[src/rtl/normalizer.sv]
// normalizer -- multi-cycle left-normalizer for the 16-bit datapath.
//
// Finds the left-shift count that brings an operand to normal form.
// In unsigned mode that form has bit15 set. In signed mode it has
// bit15 != bit14. The block returns the normalized value and the count.
// Feeding the count back to the barrel shifter as a right shift undoes
// the normalization.
//
// Optional feature: define NORMALIZER_NIBBLE_STEP_EN to take 4-bit steps
// whenever they cannot overshoot the stop point. The final result and
// count match the default build; only the latency is shorter.
module normalizer (
    input  logic        clk,
    input  logic        reset_n,
    input  logic        start,
    input  logic [15:0] v,
    input  logic        signed_mode,
    output logic        ready,
    output logic        done,
    output logic [15:0] result,
    output logic [4:0]  count,
    output logic        zero
);

    typedef enum logic [1:0] {
        IDLE  = 2'd0,
        SHIFT = 2'd1,
        DONE  = 2'd2
    } state_t;

    state_t      state, state_next;
    logic [15:0] work, work_next;
    logic [4:0]  cnt, cnt_next;
    logic        zero_q, zero_next;
    logic        smode, smode_next;
    logic        stop;
    logic        nibble_ok;

    // Stop once the working value is normal or the count reaches its mode limit.
    always_comb begin
        if (smode) begin
            stop = (work[15] != work[14]) || (cnt == 5'd15);
        end else begin
            stop = work[15] || (cnt == 5'd16);
        end
    end

    // A 4-bit step is safe when none of the shifted-out bits could have stopped us earlier.
    always_comb begin
`ifdef NORMALIZER_NIBBLE_STEP_EN
        if (smode) begin
            nibble_ok = ((work[15:11] == 5'b00000) || (work[15:11] == 5'b11111))
                        && (cnt <= 5'd11);
        end else begin
            nibble_ok = (work[15:12] == 4'h0) && (cnt <= 5'd12);
        end
`else
        nibble_ok = 1'b0;
`endif
    end

    // Next-state and datapath update for the IDLE -> SHIFT -> DONE sequence.
    always_comb begin
        // NOTE: every signal gets a default first, so no path through the case leaves it unassigned and no latch is inferred.
        state_next = state;
        work_next  = work;
        cnt_next   = cnt;
        zero_next  = zero_q;
        smode_next = smode;
        case (state)
            IDLE: begin
                if (start) begin
                    work_next  = v;
                    cnt_next   = 5'd0;
                    zero_next  = (v == 16'h0000);
                    smode_next = signed_mode;
                    state_next = SHIFT;
                end
            end
            SHIFT: begin
                if (stop) begin
                    state_next = DONE;
                end else if (nibble_ok) begin
                    work_next = {work[11:0], 4'h0};
                    cnt_next  = cnt + 5'd4;
                end else begin
                    work_next = {work[14:0], 1'b0};
                    cnt_next  = cnt + 5'd1;
                end
            end
            DONE: begin
                state_next = IDLE;
            end
            default: begin
                state_next = IDLE;
            end
        endcase
    end

    // State and datapath registers; reset aborts any operation in flight.
    always_ff @(posedge clk or negedge reset_n) begin
        if (!reset_n) begin
            state  <= IDLE;
            work   <= 16'h0000;
            cnt    <= 5'd0;
            zero_q <= 1'b0;
            smode  <= 1'b0;
        end else begin
            // NOTE: non-blocking assignments so every register updates from pre-edge values.
            state  <= state_next;
            work   <= work_next;
            cnt    <= cnt_next;
            zero_q <= zero_next;
            smode  <= smode_next;
        end
    end

    // Outputs are decoded only from registers, so no input reaches an output combinationally.
    assign ready  = (state == IDLE);
    assign done   = (state == DONE);
    assign result = work;
    assign count  = cnt;
    assign zero   = zero_q;

endmodule

[config.mk]
export PLATFORM = sky130hd
export DESIGN_NAME = normalizer
export DESIGN_NICKNAME = d
export VERILOG_FILES = /design/src/rtl/normalizer.sv
export SDC_FILE = /design/constraint.sdc
export NUM_CORES = 1
export LEC_CHECK = 0
export BUFFER_PORTS_ARGS = -buffer_cell sky130_fd_sc_hd__buf_2
export CORE_UTILIZATION = 32
export DETAILED_ROUTE_END_ITERATION = 10
export PLACE_DENSITY_LB_ADDON = 0.12
export SETUP_SLACK_MARGIN = 0.15
export SLEW_MARGIN = 20
export SYNTH_ARGS = -nofsm -noshare
export SYNTH_HDL_FRONTEND = slang
export SYNTH_SLANG_ARGS = --single-unit
[constraint.sdc]
create_clock -name clk -period 2.5 [get_ports clk]
set_input_delay 0.5 -clock clk [delete_from_list [all_inputs] [get_ports clk]]
set_output_delay 0.5 -clock clk [all_outputs]
set_load 0.03 [all_outputs]
==> results.sh, run 1 <==
export IMPL_max_clock_path_buffers=2
export IMPL_worst_clock_skew_ns=0.00415
export IMPL_ys_seq_area_frac=0.509
export IMPL_combPwrFrac=0.528
export IMPL_main_combinational_cell_family_by_area_after_synthesis="compound AO/OA/AOI/OAI gates"
export IMPL_io_pins=44
export IMPL_ant_nets=0
export IMPL_finalWorstPathRequiredPeriod_ns=2.09
export IMPL_slew_headroom=0.630
export IMPL_insertion_delay_ns=0.26
export IMPL_post_synthesis_compound_gate_area_fraction=0.263
export IMPL_synth_area_um2=1230
export IMPL_first_pass_grt_wire_length_um=4680
export IMPL_setup_total_negative_slack_ns=0
export IMPL_clk_transition_reported_paths_ns=0.09
export IMPL_die_height_um=64.0
export IMPL_design_final_nets=173
export IMPL_initial_drc_count=18
export IMPL_grt_use_total=0.147
export IMPL_vias_per_cell=5.07
export IMPL_power_static_leakage_nw=0.670
export IMPL_first_pass_iters=4
export IMPL_dpl_hpwl_um=2120
export IMPL_synthesis_nets=128
export IMPL_flow_area_growth_from_synthesis_pct=23.9
export IMPL_highest_clock_rate_mhz=479
export IMPL_critPathCaptureType="flip-flop"
export IMPL_library_cells_used_by_synthesis=31
export IMPL_internal_power_mw=1.08
export IMPL_timing_worst_slew_pin_value_ns=0.555
export IMPL_vdd_drop_max_v=0.000570
export IMPL_worstPathArrival_ns=2.25
export IMPL_outcome="completed"
export IMPL_synth_area_mux_share=0.00916
export IMPL_dr_total_vias=998
export IMPL_final_min_period_over_clock_period=0.836
export IMPL_coreArea_um2=3660
export IMPL_hold_class="input port to async pin"
export IMPL_worstSetupStartpointType="flip-flop"
export IMPL_pwr_share_seq=0.354
export IMPL_ys_seq_elements=25
export IMPL_numPortBuffers=43
export IMPL_cts_resized=0
export IMPL_p_switching_uw=935
export IMPL_post_synth_xor_area_fraction=0
export IMPL_finalSetupViolCount=0
export IMPL_clk_root_buffer_cell="sky130_fd_sc_hd__clkbuf_8"
export IMPL_rows=22
export IMPL_post_route_util=0.416
export IMPL_yosysWarningCount=0
export IMPL_tritoncts="done"
export IMPL_floorplan_initialDensity=0.336
export IMPL_cts_htree_levels=1
export IMPL_cts_buffers=3
export IMPL_share_of_cells_above_drive_strength_1=0.416
export IMPL_die_x_um=64.0
export IMPL_die_area_um2=4100
export IMPL_swShare=0.464
export IMPL_grt_setup_unrepaired="no"
export IMPL_cp_max_fo=10
export IMPL_post_cts_buffers=0
export IMPL_globalplace_congestion=0.808
export IMPL_globalRouteOverflowTotal=0
export IMPL_route_detailed_wl_per_inst_um=14.2
export IMPL_maxCapViolCount=0
export IMPL_syn_instance_count=105
export IMPL_synth_adder_area_share=0.0305
export IMPL_grt_max_degree=27
export IMPL_number_of_global_route_vias_before_repair=991
export IMPL_hold_viol_final=0
export IMPL_antenna_violations_before_repair=0
export IMPL_critical_path_class="flip-flop to flip-flop"
export IMPL_route_detailed_drc=0
export IMPL_worstPathRequired_ns=2.66
export IMPL_power_frac_clock=0.118
export IMPL_yosys_area_share_simple=0.139
export IMPL_clock_sinks=25
export IMPL_route_final_wire_length_um=2790
export IMPL_final_max_slew_violation_count=0
export IMPL_avgSynthCellArea_um2=11.7
export IMPL_power_density_nw_per_um2=1320
export IMPL_antenna_diode_count=0
export IMPL_postCtsHoldBufs=0
==> cell usage after synthesis <==
library cell               instances  area share
sky130_fd_sc_hd__nand2_1           2      0.0061
sky130_fd_sc_hd__a31o_1            1      0.0071
sky130_fd_sc_hd__inv_1             5       0.015
sky130_fd_sc_hd__and2b_1           1      0.0061
sky130_fd_sc_hd__buf_6             3       0.027
sky130_fd_sc_hd__nand4_1           1      0.0051
sky130_fd_sc_hd__o31ai_1           1      0.0061
sky130_fd_sc_hd__nor3b_2           1       0.010
sky130_fd_sc_hd__nand2_2           1      0.0051
sky130_fd_sc_hd__o21ai_0           5       0.020
sky130_fd_sc_hd__or2_2             1      0.0051
sky130_fd_sc_hd__and3_2            1      0.0061
sky130_fd_sc_hd__nor2b_1           2       0.010
sky130_fd_sc_hd__nand2_4           1      0.0092
sky130_fd_sc_hd__ha_1              3       0.031
sky130_fd_sc_hd__o22a_2            5       0.041
sky130_fd_sc_hd__nor2_1            1      0.0030
sky130_fd_sc_hd__clkbuf_1          2      0.0061
sky130_fd_sc_hd__mux2_2            1      0.0092
sky130_fd_sc_hd__nand3_1           6       0.024
sky130_fd_sc_hd__and4bb_1          1       0.010
sky130_fd_sc_hd__a21oi_2           1      0.0071
sky130_fd_sc_hd__o22a_1           10       0.071
sky130_fd_sc_hd__nand2b_1          1      0.0051
sky130_fd_sc_hd__or2_1             1      0.0051
sky130_fd_sc_hd__o21a_1           15       0.092
sky130_fd_sc_hd__nor4_1            4       0.020
sky130_fd_sc_hd__o21ai_4           1       0.013
sky130_fd_sc_hd__nor3_2            1      0.0081
sky130_fd_sc_hd__o211ai_1          1      0.0061
sky130_fd_sc_hd__dfrtp_1          25        0.51
==> power by group through the flow <==
| stage | logic, mW | registers, mW | clock network [mW] |
|---|---|---|---|
| finish | 1.07 | 0.714 | 0.237 |
| global route | 1.16 | 0.741 | 0.261 |
| CTS | 1.08 | 0.717 | 0.244 |
| detailed placement | 1.08 | 0.725 | 0 |
| global placement | 1.07 | 0.718 | 0 |
| floorplan | 0.554 | 0.974 | 0 |
==> layout by cell type (no fill, tap or decap), types with 2 or more instances in the layout <==
master and count:
sky130_fd_sc_hd__buf_2 43, sky130_fd_sc_hd__inv_1 5, sky130_fd_sc_hd__dfrtp_1 25, sky130_fd_sc_hd__buf_4 2
sky130_fd_sc_hd__nor4_1 4, sky130_fd_sc_hd__clkbuf_8 3, sky130_fd_sc_hd__o21a_1 15, sky130_fd_sc_hd__o22a_1 10
sky130_fd_sc_hd__o22a_2 5, sky130_fd_sc_hd__nor2b_1 2, sky130_fd_sc_hd__nand2_1 2, sky130_fd_sc_hd__o21ai_0 5
sky130_fd_sc_hd__ha_1 3, sky130_fd_sc_hd__nand3_1 6
==> cell families after synthesis <==
kind of cell,count (synthesis)
compound gates,40
simple gates,26
flops,25
buf+inv,10
fa+ha+maj,3
mux,1
==> worst max-delay path: stages (launching register included) <==
cell and delay, ns:
sky130_fd_sc_hd__dfrtp_1 0.44, sky130_fd_sc_hd__ha_1 0.25, sky130_fd_sc_hd__and3_2 0.18, sky130_fd_sc_hd__ha_1 0.17
sky130_fd_sc_hd__nand2b_1 0.15, sky130_fd_sc_hd__a21oi_2 0.17, sky130_fd_sc_hd__o21ai_4 0.13, sky130_fd_sc_hd__buf_4 0.19
sky130_fd_sc_hd__o22a_2 0.20, sky130_fd_sc_hd__o21a_1 0.10
==> path summary, 6_finish.rpt <==
| kind | start | to | slack, ns | depth (start not counted) |
|---|---|---|---|---|
| min reg2reg | zero | zero | 0.50 | 2 |
| min | reset_n | result[9] | 0.21 | 1 |
| max | count[0] | result[8] | 0.41 | 9 |
| max in group asynchronous | reset_n | smode | 1.92 | 1 |
| min in group clk | signed_mode | smode | 0.47 | 2 |
| max reg2reg | count[0] | result[8] | 0.41 | 9 |
==> stage by stage <==
step / instance area, um^2 / total power, mW / instances / hold WS [ns] / worst slack [ns]
after floorplan: 1230 / 1.53 / 105 / 0.204 / 0.454
after global placement: 1480 / 1.79 / 193 / 0.457 / 0.495
after detailed placement: 1480 / 1.81 / 193 / 0.492 / 0.429
after CTS: 1520 / 2.04 / 197 / 0.241 / 0.405
after global routing: 1520 / 2.16 / 197 / 0.258 / 0.315
final: 1520 / 2.02 / 197 / 0.213 / 0.410
==> final cells by class <==
class	instances	area, um^2
fillers	371	2140
flip-flops and latches	25	626
multi-input cells	70	544
repair buffers	45	230
well taps	48	60.1
clock buffers	4	45.0
inverters	5	18.8
==> per-layer routing <==
metal	wire length (um)	up-vias	share of wire	global-route usage
met1	1320	482	0.47	0.200
li1	-	482	-	-
met4	20	0	0.0072	0.0341
met3	139	2	0.050	0.0250
met2	1320	32	0.47	0.243
met5	0	-	0	0
==> state kept, by name (all words and copies together) (netlist names) <==
signal,cells
state,2
result,16
zero,1
smode,1
count,5
No activity file was read; power rests on OpenSTA's default activity.
==> inputs of run 2 (changes only) <==
==> constraint.sdc (replaced) <==
create_clock -name clk -period 2.15 [get_ports clk]
set_input_delay 0.43 -clock clk [delete_from_list [all_inputs] [get_ports clk]]
set_output_delay 0.43 -clock clk [all_outputs]
set_load 0.03 [all_outputs]
==> results.sh, run 2 (synthesis gave the netlist of run 1 again) <==
export IMPL_outcome="completed"
export IMPL_internal_power_mw=1.31
export IMPL_critPathSlowestCell="sky130_fd_sc_hd__dfrtp_2"
export IMPL_swShare=0.457
export IMPL_postCtsHoldBufs=0
export IMPL_pwr_share_seq=0.344
export IMPL_critical_path_top_delay_family="compound AO/OA/AOI/OAI gates"
export IMPL_antenna_diode_count=0
export IMPL_flow_area_growth_from_synthesis_pct=28.2
export IMPL_maxCapViolCount=0
export IMPL_layout_cells_most_common_list="sky130_fd_sc_hd__buf_2, sky130_fd_sc_hd__dfrtp_1, sky130_fd_sc_hd__o21a_1, sky130_fd_sc_hd__o22a_1, sky130_fd_sc_hd__nand3_1"
export IMPL_die_area_um2=4100
export IMPL_power_density_nw_per_um2=1530
export IMPL_die_x_um=64.0
export IMPL_timing_worst_slew_pin_value_ns=0.553
export IMPL_route_final_wire_length_um=2780
export IMPL_grt_max_degree=27
export IMPL_finalSetupViolCount=0
export IMPL_combPwrFrac=0.543
export IMPL_vias_per_cell=5.09
export IMPL_insertion_delay_ns=0.27
export IMPL_fillCellCount=378
export IMPL_tritoncts="done"
export IMPL_clock_sinks=25
export IMPL_initial_drc_count=57
export IMPL_power_static_leakage_nw=0.687
export IMPL_route_detailed_wl_per_inst_um=13.8
export IMPL_coreArea_um2=3660
export IMPL_final_max_slew_violation_count=0
export IMPL_critPathCaptureType="flip-flop"
export IMPL_grt_setup_unrepaired="yes"
export IMPL_slew_headroom=0.631
export IMPL_rr_startpoint="count[0]"
export IMPL_p_switching_mw=1.10
export IMPL_floorplan_initialDensity=0.336
export IMPL_rows=22
export IMPL_numPortBuffers=43
export IMPL_number_of_global_route_vias_before_repair=963
export IMPL_cp_max_fo=5
export IMPL_max_clock_path_buffers=2
export IMPL_slowest_delay_ns=0.44
export IMPL_worstPathArrival_ns=2.08
export IMPL_io_pins=44
export IMPL_dr_total_vias=1023
export IMPL_final_common_cell="sky130_fd_sc_hd__buf_2"
export IMPL_dpl_hpwl_um=2050
export IMPL_first_pass_iters=4
export IMPL_crit_chain="ha_4, and3_2, ha_1, nand2b_1, a21oi_2, o21ai_4, buf_4, o22a_2, o21a_1"
export IMPL_finalWorstSetupSlack_ns=0.232
export IMPL_clk_root_buffer_cell="sky130_fd_sc_hd__clkbuf_8"
export IMPL_critPathLaunch="count[0]"
export IMPL_place_worst_setup_slack_ns=0.152
export IMPL_hold_viol_final=0
export IMPL_critical_path_class="flip-flop to flip-flop"
export IMPL_cp_buffers_inverters=1
export IMPL_cts_htree_levels=1
export IMPL_worstSetupStartpointType="flip-flop"
export IMPL_final_min_period_over_clock_period=0.892
export IMPL_worst_clock_skew_ns=0.00536
export IMPL_highest_clock_rate_mhz=521
export IMPL_first_pass_grt_wire_length_um=4650
export IMPL_globalRouteOverflowTotal=0
export IMPL_finalWorstPathRequiredPeriod_ns=1.92
export IMPL_worstPathRequired_ns=2.32
export IMPL_setup_total_negative_slack_ns=0
export IMPL_largest_register_ff_count=16
export IMPL_ant_nets=0
export IMPL_die_height_um=64.0
export IMPL_power_frac_clock=0.113
export IMPL_cts_buffers=3
export IMPL_globalplace_congestion=0.732
export IMPL_design_final_nets=177
export IMPL_antenna_violations_before_repair=0
export IMPL_share_of_cells_above_drive_strength_1=0.451
export IMPL_vdd_drop_max_v=0.000677
export IMPL_route_detailed_drc=0
export IMPL_hold_class="input port to async pin"
export IMPL_clk_transition_reported_paths_ns=0.08
export IMPL_grt_use_total=0.147
-- run 2: cell type report --
class	count	area, um^2	area share
Clock buffer	4	45.0	0.0286
Inverter	5	18.8	0.0119
Multi-Input combinational cell	70	557	0.353
Sequential cell	25	628	0.398
Tap cell	48	60.1	0.0381
Timing Repair Buffer	49	268	0.170
-- run 2: through the flow --
| stage | hold WS, ns | area (um^2) | total power [mW] | cells | utilization |
|---|---|---|---|---|---|
| after floorplan | 0.134 | 1230 | 1.78 | 105 | - |
| after global placement | 0.459 | 1500 | 2.10 | 195 | 0.409 |
| after detailed placement | 0.457 | 1500 | 2.11 | 195 | 0.409 |
| after CTS | 0.165 | 1550 | 2.40 | 200 | 0.424 |
| after global routing | 0.179 | 1580 | 2.57 | 201 | 0.431 |
| final | 0.141 | 1580 | 2.41 | 201 | 0.431 |
-- run 2: repair_timing --
item                       in CTS  in global routing
gates resized for setup         1                  4
buffers inserted                1                  0
pin swaps                       0                  1
setup endpoints to repair       6                 18
gates cloned                    0                  1
-- run 2: power groups by stage --
stage               registers (mW)  logic (mW)  clock network, mW
finish                       0.828        1.31              0.273
global route                 0.855        1.42              0.302
CTS                          0.824        1.30              0.281
detailed placement           0.838        1.28                  0
global placement             0.829        1.27                  0
floorplan                     1.14       0.644                  0
-- run 2: final timing paths --
path | endpoint | slack (ns) | cells past startpoint
worst max-delay path | result[5] | 0.23 | 9
max in group asynchronous | count[1] | 1.61 | 1
worst max register to register | result[5] | 0.23 | 9
min in group clk | smode | 0.40 | 2
worst min register to register | zero | 0.50 | 2
worst min-delay path | result[7] | 0.14 | 1
-- run 2: routing by layer --
layer	part of all wire	GRT usage
met4	0.0072	0.0256
met5	0	0
met1	0.48	0.194
met2	0.46	0.238
met3	0.054	0.0464
==> inputs of run 3 (changes only) <==
==> constraint.sdc (replaced) <==
create_clock -name clk -period 2.17 [get_ports clk]
set_input_delay 0.434 -clock clk [delete_from_list [all_inputs] [get_ports clk]]
set_output_delay 0.434 -clock clk [all_outputs]
set_load 0.03 [all_outputs]
==> results.sh, run 3 (synthesis gave the netlist of run 1 again) <==
export IMPL_power_frac_clock=0.113
export IMPL_cp_max_fo=8
export IMPL_first_pass_grt_wire_length_um=4890
export IMPL_worstPathArrival_ns=2.13
export IMPL_p_switching_mw=1.13
export IMPL_ant_nets=0
export IMPL_flow_area_growth_from_synthesis_pct=30.6
export IMPL_final_max_slew_violation_count=0
export IMPL_maxCapViolCount=0
export IMPL_cts_htree_levels=1
export IMPL_route_detailed_wl_per_inst_um=14.7
export IMPL_power_static_leakage_nw=0.705
export IMPL_layout_cells_most_common_list="sky130_fd_sc_hd__buf_2, sky130_fd_sc_hd__dfrtp_1, sky130_fd_sc_hd__o21a_1, sky130_fd_sc_hd__o22a_1, sky130_fd_sc_hd__nand3_1"
export IMPL_tritoncts="done"
export IMPL_worstPathRequired_ns=2.34
export IMPL_hold_viol_final=0
export IMPL_finalWorstPathRequiredPeriod_ns=1.97
export IMPL_place_worst_setup_slack_ns=0.0931
export IMPL_rows=22
export IMPL_share_of_cells_above_drive_strength_1=0.451
export IMPL_pwr_share_seq=0.333
export IMPL_internal_power_mw=1.34
export IMPL_insertion_delay_ns=0.27
export IMPL_vdd_drop_max_v=0.000594
export IMPL_clk_transition_reported_paths_ns=0.09
export IMPL_fillCellCount=363
export IMPL_clk_root_buffer_cell="sky130_fd_sc_hd__clkbuf_8"
export IMPL_die_x_um=64.0
export IMPL_critPathCaptureType="flip-flop"
export IMPL_finalSetupViolCount=0
export IMPL_dpl_hpwl_um=2060
export IMPL_grt_use_total=0.158
export IMPL_vias_per_cell=5.09
export IMPL_globalRouteOverflowTotal=0
export IMPL_route_detailed_drc=0
export IMPL_first_pass_iters=4
export IMPL_antenna_diode_count=0
export IMPL_finalWorstSetupSlack_ns=0.204
export IMPL_grtUsageMet3=0.0250
export IMPL_max_clock_path_buffers=2
export IMPL_globalplace_congestion=0.699
export IMPL_io_pins=44
export IMPL_combPwrFrac=0.554
export IMPL_setup_total_negative_slack_ns=0
export IMPL_grt_max_degree=27
export IMPL_worstSetupStartpointType="flip-flop"
export IMPL_timing_worst_slew_pin_value_ns=0.572
export IMPL_use_met2=0.257
export IMPL_grt_met1_usage=0.208
export IMPL_final_min_period_over_clock_period=0.906
export IMPL_design_final_nets=177
export IMPL_die_area_um2=4100
export IMPL_power_density_nw_per_um2=1540
export IMPL_critical_path_class="flip-flop to flip-flop"
export IMPL_hold_class="input port to async pin"
export IMPL_swShare=0.457
export IMPL_dr_total_vias=1023
export IMPL_grt_setup_unrepaired="yes"
export IMPL_clock_sinks=25
export IMPL_coreArea_um2=3660
export IMPL_slew_headroom=0.618
export IMPL_gr_max_usage_layer="met2"
export IMPL_post_route_util=0.439
export IMPL_worst_clock_skew_ns=0.00144
export IMPL_die_height_um=64.0
export IMPL_largest_register_ff_count=16
export IMPL_highest_clock_rate_mhz=509
export IMPL_route_final_wire_length_um=2950
export IMPL_number_of_global_route_vias_before_repair=1033
export IMPL_initial_drc_count=46
export IMPL_cts_buffers=3
export IMPL_outcome="completed"
export IMPL_final_common_cell="sky130_fd_sc_hd__buf_2"
export IMPL_numPortBuffers=43
export IMPL_floorplan_initialDensity=0.336
export IMPL_antenna_violations_before_repair=0
[run 3: cell types whose count changed in the layout (fill, tap and decap cells not counted), sizes merged]
| cell | before | now |
|---|---|---|
| buf | 49 | 48 |
| clkbuf | 4 | 5 |
[run 3: layer usage]
layer | vias to the layer above | part of all wire
li1 | 494 | -
met1 | 497 | 0.47
met2 | 27 | 0.47
met3 | 5 | 0.046
met4 | 0 | 0.015
met5 | - | 0
[run 3: repair_timing]
| item | 4_1_cts | 5_1_grt |
|---|---|---|
| pin swaps | 1 | 2 |
| resized for setup | 0 | 4 |
| buffers inserted | 3 | 0 |
| gates cloned | 0 | 1 |
| hold buffers | 0 | 0 |
| endpoints found under the setup margin | 15 | 16 |
[run 3: cell type report]
class,count,area [um^2],share of cell area
flip-flops and latches,25,627,0.390
clock buffers,4,45.0,0.0280
well taps,48,60.1,0.0374
inverters,5,18.8,0.0117
repair buffers,49,294,0.183
multi-input cells,70,562,0.350
[run 3: power by group through the flow]
stage	registers, mW	clock network [mW]	logic, mW
after global placement	0.823	0	1.26
after global routing	0.850	0.317	1.48
after floorplan	1.12	0	0.638
final	0.822	0.279	1.37
after detailed placement	0.828	0	1.27
after CTS	0.815	0.293	1.31
[run 3: final timing paths]
kind                             end  cells after the start  slack, ns        start
max                        result[5]                      9       0.20     count[0]
min                        result[8]                      1       0.15      reset_n
max reg2reg                result[5]                      9       0.20     count[0]
min reg2reg                     zero                      2       0.51         zero
max in group asynchronous   count[0]                      1       1.61      reset_n
min in group clk               smode                      2       0.39  signed_mode
[run 3: critical path, cell delays in order, from the launching register on]
cell and delay (ns):
sky130_fd_sc_hd__dfrtp_2 0.42, sky130_fd_sc_hd__ha_2 0.20, sky130_fd_sc_hd__and3_2 0.17, sky130_fd_sc_hd__ha_1 0.18, sky130_fd_sc_hd__nand2b_4 0.15, sky130_fd_sc_hd__a21oi_4 0.15, sky130_fd_sc_hd__o21ai_4 0.13, sky130_fd_sc_hd__clkbuf_16 0.18
sky130_fd_sc_hd__o22a_2 0.19, sky130_fd_sc_hd__o21a_1 0.09
[run 3: stage by stage]
stage / hold slack [ns] / total power [mW] / area (um^2) / cells
finish: 0.152 / 2.47 / 1610 / 201
global route: 0.197 / 2.65 / 1610 / 201
CTS: 0.166 / 2.42 / 1560 / 200
detailed placement: 0.469 / 2.10 / 1490 / 193
global placement: 0.468 / 2.08 / 1490 / 193
floorplan: 0.138 / 1.76 / 1230 / 105
